[src/rtl/rf_scoreboard_ctrl.sv]
// rf_scoreboard_ctrl
//   Issue/hazard controller for the decode-stage register file. Keeps a
//   saturating pending-write counter per register and a global in-flight
//   count, stalls issue on RAW hazards, saturated destinations or a full
//   pipeline, and retires pending writes at writeback. A small drain FSM
//   blocks non-NOP issue and reports when the pipeline is empty.
//
//   Optional feature macro: RF_SB_FORWARD_EN
//     When defined, a RAW hazard on a source is ignored if this cycle's
//     writeback retires the last pending write to that source.
//
// Ports
//   clk_i, rst_i          clock, synchronous active-high reset
//   issue_*_i             decode-stage instruction (valid, code, rd, rs, rt)
//   issue_ready_o         combinational; issue fires on valid & ready
//   wb_*_i                retiring instruction (valid, code, rd)
//   drain_req_i           request pipeline quiesce
//   drain_done_o          pipeline empty, issue blocked (registered)
//   busy_vec_o            per-register pending-write flags (registered)
//   inflight_o            total outstanding writes
//   err_underflow_o       sticky: retire on a register with nothing pending
module rf_scoreboard_ctrl #(
  parameter int REG_SIZE     = 5,
  parameter int CODE_SIZE    = 6,
  parameter int REG_CAPACITY = 32,
  parameter int CNT_SIZE     = 2,
  parameter int MAX_INFLIGHT = 4,
  parameter int INF_SIZE     = 3
) (
  input  logic                    clk_i,
  input  logic                    rst_i,
  input  logic                    issue_valid_i,
  input  logic [CODE_SIZE-1:0]    issue_code_i,
  input  logic [REG_SIZE-1:0]     issue_rd_i,
  input  logic [REG_SIZE-1:0]     issue_rs_i,
  input  logic [REG_SIZE-1:0]     issue_rt_i,
  output logic                    issue_ready_o,
  input  logic                    wb_valid_i,
  input  logic [CODE_SIZE-1:0]    wb_code_i,
  input  logic [REG_SIZE-1:0]     wb_rd_i,
  input  logic                    drain_req_i,
  output logic                    drain_done_o,
  output logic [REG_CAPACITY-1:0] busy_vec_o,
  output logic [INF_SIZE-1:0]     inflight_o,
  output logic                    err_underflow_o
);

  localparam logic [CODE_SIZE-1:0] OP_NOP = CODE_SIZE'(0);
  localparam logic [CODE_SIZE-1:0] OP_ALU = CODE_SIZE'(1);
  localparam logic [CODE_SIZE-1:0] OP_LW  = CODE_SIZE'(2);
  localparam logic [CODE_SIZE-1:0] OP_SW  = CODE_SIZE'(3);
  localparam logic [CNT_SIZE-1:0]  CNT_MAX = '1;
  localparam logic [INF_SIZE-1:0]  INF_MAX = INF_SIZE'(MAX_INFLIGHT);

  typedef enum logic [1:0] {S_RUN, S_DRAIN, S_DONE} state_e;

  state_e                    state_q;
  logic [CNT_SIZE-1:0]       cnt_q [REG_CAPACITY];
  logic [CNT_SIZE-1:0]       cnt_d [REG_CAPACITY];
  logic [INF_SIZE-1:0]       inflight_q, inflight_d;
  logic [REG_CAPACITY-1:0]   busy_q;
  logic                      drain_done_q, err_q;

  logic iss_wr, uses_rs, uses_rt, wb_wr, wb_ret, wb_unf;
  logic fwd_rs, fwd_rt, raw_rs, raw_rt, sat, full, st_blk, fire;

  always_comb begin
    iss_wr  = (issue_code_i == OP_ALU) || (issue_code_i == OP_LW);
    uses_rs = iss_wr || (issue_code_i == OP_SW);
    uses_rt = (issue_code_i == OP_ALU) || (issue_code_i == OP_SW);

    // A writing WB to a nonzero register either retires a pending write or,
    // if nothing is pending, is an underflow that leaves all counts intact.
    wb_wr  = wb_valid_i && ((wb_code_i == OP_ALU) || (wb_code_i == OP_LW)) &&
             (wb_rd_i != '0);
    wb_ret = wb_wr && (cnt_q[wb_rd_i] != '0);
    wb_unf = wb_wr && (cnt_q[wb_rd_i] == '0);

`ifdef RF_SB_FORWARD_EN
    // RF writes on negedge, so the read sees the retiring value.
    fwd_rs = wb_ret && (wb_rd_i == issue_rs_i) && (cnt_q[issue_rs_i] == CNT_SIZE'(1));
    fwd_rt = wb_ret && (wb_rd_i == issue_rt_i) && (cnt_q[issue_rt_i] == CNT_SIZE'(1));
`else
    fwd_rs = 1'b0;
    fwd_rt = 1'b0;
`endif

    raw_rs = uses_rs && (issue_rs_i != '0) && (cnt_q[issue_rs_i] != '0) && !fwd_rs;
    raw_rt = uses_rt && (issue_rt_i != '0) && (cnt_q[issue_rt_i] != '0) && !fwd_rt;
    sat    = iss_wr && (issue_rd_i != '0) && (cnt_q[issue_rd_i] == CNT_MAX);
    // A retiring WB frees a slot this cycle, so a full pipeline can still accept.
    full   = iss_wr && (issue_rd_i != '0) && (inflight_q == INF_MAX) && !wb_ret;
    st_blk = (state_q != S_RUN) && (issue_code_i != OP_NOP);

    issue_ready_o = !(st_blk || raw_rs || raw_rt || sat || full);
    fire = issue_valid_i && issue_ready_o && iss_wr && (issue_rd_i != '0);

    // Saturation and full checks above guarantee neither counter wraps.
    for (int n = 0; n < REG_CAPACITY; n++) begin
      cnt_d[n] = cnt_q[n]
               + CNT_SIZE'(fire   && (issue_rd_i == REG_SIZE'(n)))
               - CNT_SIZE'(wb_ret && (wb_rd_i    == REG_SIZE'(n)));
    end
    inflight_d = inflight_q + INF_SIZE'(fire) - INF_SIZE'(wb_ret);
  end

  always_ff @(posedge clk_i) begin
    if (rst_i) begin
      for (int n = 0; n < REG_CAPACITY; n++) cnt_q[n] <= '0;
      inflight_q   <= '0;
      busy_q       <= '0;
      err_q        <= 1'b0;
      state_q      <= S_RUN;
      drain_done_q <= 1'b0;
    end else begin
      for (int n = 0; n < REG_CAPACITY; n++) begin
        cnt_q[n]  <= cnt_d[n];
        busy_q[n] <= (cnt_d[n] != '0);
      end
      inflight_q <= inflight_d;
      if (wb_unf) err_q <= 1'b1;

      case (state_q)
        S_RUN: begin
          if (drain_req_i) state_q <= S_DRAIN;
        end
        S_DRAIN: begin
          if (!drain_req_i) begin
            state_q <= S_RUN;
          end else if (inflight_q == '0) begin
            state_q      <= S_DONE;
            drain_done_q <= 1'b1;
          end
        end
        S_DONE: begin
          if (!drain_req_i) begin
            state_q      <= S_RUN;
            drain_done_q <= 1'b0;
          end
        end
        default: begin
          state_q      <= S_RUN;
          drain_done_q <= 1'b0;
        end
      endcase
    end
  end

  assign busy_vec_o      = busy_q;
  assign inflight_o      = inflight_q;
  assign drain_done_o    = drain_done_q;
  assign err_underflow_o = err_q;

endmodule

[config.mk]
export PLATFORM = sky130hd
export DESIGN_NAME = rf_scoreboard_ctrl
export DESIGN_NICKNAME = d
export VERILOG_FILES = /design/src/rtl/rf_scoreboard_ctrl.sv
export SDC_FILE = /design/constraint.sdc
export NUM_CORES = 1
export LEC_CHECK = 0
export CAP_MARGIN = 10
export CORE_UTILIZATION = 30
export CTS_CLUSTER_DIAMETER = 40
export DETAILED_ROUTE_END_ITERATION = 10
export GPL_TIMING_DRIVEN = 0
export PLACE_DENSITY = 0.56
export SLEW_MARGIN = 20
export SYNTH_ARGS = -nofsm -noshare
export SYNTH_HDL_FRONTEND = slang
export SYNTH_SLANG_ARGS = --single-unit
[constraint.sdc]
create_clock -name clk_i -period 5 [get_ports clk_i]
set_clock_uncertainty 0.05 [all_clocks]
set_input_delay 1 -clock clk_i [delete_from_list [all_inputs] [get_ports clk_i]]
set_output_delay 1 -clock clk_i [all_outputs]
set_load 0.01 [all_outputs]
==> summary.txt <==
Setup path
  – WP data required: slightly below 4 ns
  – Worst EP arrival: a little under 4 ns
  – Slowest cell delay on critical path: ~0.58 ns
  – CP Launch Type: input pin
  – CP Cell Sequence: clkdlybuf4s50_1 -> buf_2 -> clkbuf_4 -> o211ai_1 -> o211ai_1 -> o221ai_1 -> nor4_4 -> nand2_1 -> a21oi_1 -> clkdlybuf4s50_1
  – R2R Path Start: cnt_q[0][1]
  – CP max FO: 10
  – CP startpoint: issue_rd_i[2]
  – Worst path slowest cell: clkdlybuf4s50_1
  – CP Capture Type: output pin
  – Worst Path Class, Setup: input pin to output pin

Timing
  – Setup Viol. Count Final: 0
  – Final Hold Violating Endpoints: 0
  – Max Freq: 203.4 MHz
  – Rel. slew slack: a little under 50%
  – Fin crit period: 4.918 ns
  – RSZ-0062 raised after global routing: true
  – Setup TNS: 0 ns
  – Final Max Slew Viols: 0
  – Final period utilization: around 98%
  – Worst-Margin Slew: ~0.76 ns

Placement
  – Routability cong.: about 0.93
  – I/O Buffers: between 60 and 70
  – Hpwl dp: 15.71 mm
  – Placed Area: around 7600 µm²

Synth
  – Async SR Flop Fraction: 0%
  – Gate Count Post-Synth: between 700 and 800
  – Top area cells in the synthesized netlist: dfxtp_1 (31%), ha_1 (12%), nor2_1 (6.0%), mux4_2 (5.1%), xnor2_1 (4.5%)
  – Syn avg cell area: between 8 and 9 µm²
  – Count of cell types in the netlist: 64
  – Ys Warns: 0
  – Top FF cell, synth: dfxtp_1
  – EDFF count, synth: 0
  – Yosys top cell by area: dfxtp_1
  – Yosys reg bits: just over 100
  – Sequential area share after synthesis: between 30% and 40%
  – Synth top area share: 31.19%
  – Synthesized area: 6611 µm²

Min path
  – Hold Crit Start: err_underflow_o
  – Min-Delay Path Class: register to register

Pwr
  – Peak VDD IR: ~0.16 mV
  – PD cells: 219.3 nW/µm²
  – LEAKAGE: between 3 and 4 nW

Final layout
  – Final instance area: just under 8000 µm²
  – Most frequent cells in the layout: nor2_1 (105), dfxtp_1 (103), inv_1 (76)
  – Ratio of cells with drive above 1 in the final layout: about an eighth
  – Nets@finish: around 950
  – Area delta synth->final: 20.23%
  – Commonest non-fill, non-tap cell in the layout: nor2_1
  – # diodes: 0

Global route
  – Global Route Usage Sum: around a fifth
  – GRT overflow: 0
  – Largest net degree at the start of global routing: 16
  – Antenna violations before repair: 0
  – Number of global-route vias before repair: roughly 5,500
  – First-pass GRT wire length: around 31 mm

Clock network
  – CTS Buf Count: 9
  – Clk pin slew, worst setup/hold paths: 0.06 ns
  – Clock Latency Late Sink: about 0.36 ns
  – H-tree Lvls: 3
  – CTS Buffer Depth: 2
  – Root Driver: clkbuf_16
  – CTS tree: built
  – Sinks on Clock Net: ~100

Drt
  – Iteration-0 DRC count of the detailed router: just under 500
  – DR WL/cell: 18.15 µm
  – DRT Pass-1 Iters: 9
  – Vias: around 5,700
  – Post-route DRC: 0
  – ANT nets after route: 0
  – Routed WL: between 20 and 25 mm
  – Avg Vias per Cell: roughly 5.1

Die
  – Initial Util: 31.06%
  – Ports: 75
  – Core area: ~21,000 µm²
  – Die width: ~150 µm
  – Die Y: between 150 and 200 µm
  – Die area: 22,640 µm²
  – Number of placement rows: 53

Status
  – Status: completed

Run
  – Maxcap violations: 0
==> repair_timing <==
action,4_1_cts,5_1_grt
gates resized for setup,3,9
hold buffers,0,0
setup buffers,0,0
endpoints found under the setup margin,1,4
==> synth_stat cells, drive strengths merged (3+ instances only) <==
master	count
a2111oi	5
a211o	3
a211oi	3
a21oi	15
a41oi	3
buf	20
clkbuf	15
dfxtp	103
ha	66
inv	78
mux2i	6
mux4	16
nand2	34
nand2b	7
nand3	11
nand3b	3
nand4	3
nor2	105
nor2b	36
nor3	38
nor3b	6
nor4	24
nor4b	4
o2111a	3
o211ai	8
o21ai	15
or2	34
or3	5
xnor2	34
xor2	33
==> layout make-up <==
cell class | instances | area, µm²
clock inverter | 4 | 47.55
inverter | 78 | 292.8
timing repair buffer | 68 | 683.2
multi-input combinational | 553 | 4104
sequential | 103 | 2062
clock buffer | 10 | 239.0
buffer | 32 | 176.4
fill | 2199 | 13340
tap | 275 | 344.1
==> where the power goes <==
group	switching, mW	leakage, nW	internal (mW)
Combinational	0.124	2.56	0.0838
Sequential	0.00905	0.831	0.829
Clock	0.303	0.140	0.394
Total	0.436	3.53	1.31
==> registers in the layout, summed over array words and instances (netlist names) <==
register and cells:
err_underflow_o 1, busy_vec_o 32, cnt_q 64, drain_done_o 1
state_q 2, inflight_o 3
==> worst max-delay path, delay by kind of cell <==
kind	cells	cell delay, ns
AOI/OAI and AO/OA	4	0.76
buffers and inverters	4	1.70
and+or+nand+nor	2	0.41
==> final timing paths <==
| kind | to | cells past startpoint | slack, ns |
|---|---|---|---|
| worst max-delay path | issue_ready_o | 10 | 0.08 |
| worst min-delay path | err_underflow_o | 2 | 0.40 |
| worst max register to register | busy_vec_o[16] | 14 | 1.12 |
| worst min register to register | err_underflow_o | 2 | 0.40 |
==> per-stage QoR <==
step | cells | hold WS, ns | util [%] | power [mW] | worst slack, ns
after floorplan | 769 | 0.4132 | - | 0.9676 | 0.8599
after global placement | 1112 | 0.3863 | 35.89 | 1.058 | -0.4301
after detailed placement | 1112 | 0.3953 | 35.89 | 1.059 | -0.3497
after CTS | 1126 | 0.4053 | 37.28 | 1.759 | 0.05561
after global routing | 1123 | 0.4256 | 37.34 | 1.807 | -0.02549
final | 1123 | 0.3977 | 37.34 | 1.743 | 0.08237
==> per-layer routing <==
metal	share of wire, %	up-vias	global-route usage [%]
met5	0	-	0
li1	-	2762	-
met3	7.1	40	3.727
met4	3.2	0	7.475
met1	45	2699	24.65
met2	45	227	29.84
==> logic make-up after synthesis <==
logic type | Yosys count | share of synthesized area, %
simple gates | 320 | 25.26
buf+inv | 113 | 7.191
flops | 103 | 31.19
compound gates | 73 | 7.873
fa+ha+maj | 67 | 12.79
xor+xnor | 67 | 8.876
mux | 24 | 6.756
other cells | 1 | 0.05672
Power figures use the tool's default switching activity.
==> variant (same flow settings) <==
Change the parameter `CNT_SIZE` from 2 to 1.
--- a/src/rtl/rf_scoreboard_ctrl.sv
+++ b/src/rtl/rf_scoreboard_ctrl.sv
@@ -25,3 +25,3 @@
   parameter int REG_CAPACITY = 32,
-  parameter int CNT_SIZE     = 2,
+  parameter int CNT_SIZE     = 1,
   parameter int MAX_INFLIGHT = 4,
Formal check against the unedited RTL: not equivalent (a bounded check fails within 4 cycles, from zero or initial values and one cycle with rst_i high).
==> variant against the unedited design <==
  * Register-to-register slack improved by 70 ps
  * Critical path depth decreased by 1
  * Synthesized cell count decreased by 52%
  * Count of clock-buffer cells in the layout decreased by 4
  * Sequential cell count decreased by 64
  * Area after synthesis decreased by 48%
  * Final area decreased by 44%
  * Power decreased by 52%
  * Highest routed layer unchanged
  * Wire length decreased by 42%
  * Critical path type unchanged
  * Global-route usage increased by 1.1 points
  * Core utilization increased by 3.3 points
  * Clock power decreased by 44%
  * Setup slack improved by 30 ps
==> variant: results (changes against the unedited design) <==
* Status: complete, no violations
* Leakage at 1.59 nW (-55%)
* CP startpoint: issue_rd_i[0]
* Commonest cells in the netlist: dfxtp_1, buf_4, mux2i_1
* Crit-path max cell delay at 580 ps (about the same)
* Vias in the first global route at 3171 (-43%)
* Reg2reg start: busy_vec_o[6]$_SDFF_PP0_
* Ys Warns at 0 (unchanged)
* Synth Area per Inst at 9.32 um^2 (+8.2%)
* Clock slew at reported path FFs at 60 ps (about the same)
* Clk_lat worst skew at 290 ps (-70 ps)
* Final setup viols at 0 (unchanged)
* Sequential share of the synthesized area at 0.228 (-0.0836)
* R2R Setup Slk at 1190 ps (+70 ps)
* Hold crit path type: reg2reg
* Post-Syn Nets at 407
* IO buf count at 68 (unchanged)
* Largest net degree at the start of global routing at 14 (-2)
* Number of clock buffers inserted by TritonCTS at 5 (-4)
* IR drop worst, VDD at 0.134 mV (-14%)
* Iteration-0 DRC Markers at 302 (-37%)
* Detailed Routing Iterations Pass 1 at 4 (-5)
* First-pass GRT wire length at 17.6 mm (-44%)
* Routability Congestion at 0.889 (-4.5%)
* Final nets at 483 (-49%)
* Share of cells above drive strength 1 at 0.223 (+0.106)
* R2R cell count at 13 (-1)
* Critical path's top delay family: buffers and inverters
* Non-Filler Instances at 584 (-48%)
* Worst-case clock buffer depth at 2 (unchanged)
* Worst hold path startpoint: drain_done_o$_SDFFE_PP0P_
* DP HPWL at 8.89 mm (-43%)
* Antenna cells at 0 (unchanged)
* Overall routing resource usage at 0.199 (+0.0115)
* Routed WL at 11.8 mm (-42%)
* Root buf cell: clkbuf_16
* Ys async rst share at 0 (unchanged)
* Dominant cells by area after synthesis: dfxtp_1, mux4_2, mux2i_1, buf_4, nor2b_1
* Library cells used by synthesis at 64 (unchanged)
* Largest register FFs at 31 (-52%)
* Initial antenna violation count at 0 (unchanged)
* Fillers at 1089 (-50%)
* Critical Path Fanout Max at 10 (unchanged)
* Hold path depth at 2 (unchanged)
* Max_slew headroom at 0.567 (+0.0763)
* Slowest library cell on the worst path: clkdlybuf4s50_1
* Vias/cell at 5.74 (+13%)
* Top FF cell, synth: dfxtp_1
* CTS H-tree lvls at 2 (-1)
* Worst hold slack at 444 ps (+46.1 ps)
* Internal power at 0.626 mW (-52%)
[variant: layer usage]
metal  routed length, um  global-route usage  vias up
met4                 262              0.0705        0
met5                   0                   0        -
met1                5160               0.263     1645
met2                5590               0.326      151
li1                    -                   -     1536
met3                 785              0.0317       21
[variant: stage by stage]
| step | setup TNS [ps] | power, mW | area [um^2] | util | worst slack [ps] |
|---|---|---|---|---|---|
| 2_1_floorplan | 0 | 0.399 | 3420 | - | 837 |
| 3_3_place_gp | -208 | 0.456 | 4280 | 0.389 | -208 |
| 3_5_place_dp | -173 | 0.457 | 4280 | 0.389 | -173 |
| 4_1_cts | 0 | 0.848 | 4460 | 0.406 | 31.0 |
| 5_1_grt | 0 | 0.874 | 4470 | 0.407 | 0.419 |
| 6_report | 0 | 0.844 | 4470 | 0.407 | 112 |
[variant: worst paths after layout]
kind	endpoint
min	drain_done_o$_SDFFE_PP0P_
min reg2reg	drain_done_o$_SDFFE_PP0P_
max reg2reg	inflight_o[2]$_SDFF_PP0_
max	issue_ready_o
[variant: logic make-up after synthesis]
logic type                 count (synthesis)  share of synthesized area
buffers and inverters                     66                      0.128
DFF                                       39                      0.228
AOI/OAI and AO/OA                        104                      0.232
adders and majority gates                  3                     0.0132
muxes                                     51                      0.224
and+or+nand+nor                          100                      0.165
xor gates and xnor gates                   4                     0.0102
[variant: repair_timing]
action,CTS,global route
pin swaps,1,0
endpoints found under the setup margin,1,1
resized for setup,1,5
setup buffers,1,0
[variant: final cells by class]
| cell class | instances | area [um^2] | share of cell area |
|---|---|---|---|
| Buffer | 52 | 392 | 0.0877 |
| Multi-Input combinational cell | 262 | 2200 | 0.493 |
| Timing Repair Buffer | 69 | 688 | 0.154 |
| Clock buffer | 6 | 139 | 0.0311 |
| Sequential cell | 39 | 781 | 0.175 |
| Clock inverter | 2 | 38.8 | 0.00868 |
| Tap cell | 140 | 175 | 0.0392 |
| Inverter | 14 | 52.6 | 0.0118 |
[variant: tightest hold or removal path: stages (launching register included)]
cell and delay (ps):
dfxtp_1 330, a32oi_1 60, nor2_1 70
[variant: power by group through the flow]
stage	Sequential [mW]	Combinational, mW	Clock (mW)
after detailed placement	0.321	0.136	0
after global routing	0.314	0.148	0.412
after floorplan	0.321	0.0781	0
after global placement	0.321	0.135	0
after CTS	0.314	0.136	0.398
final	0.314	0.138	0.391
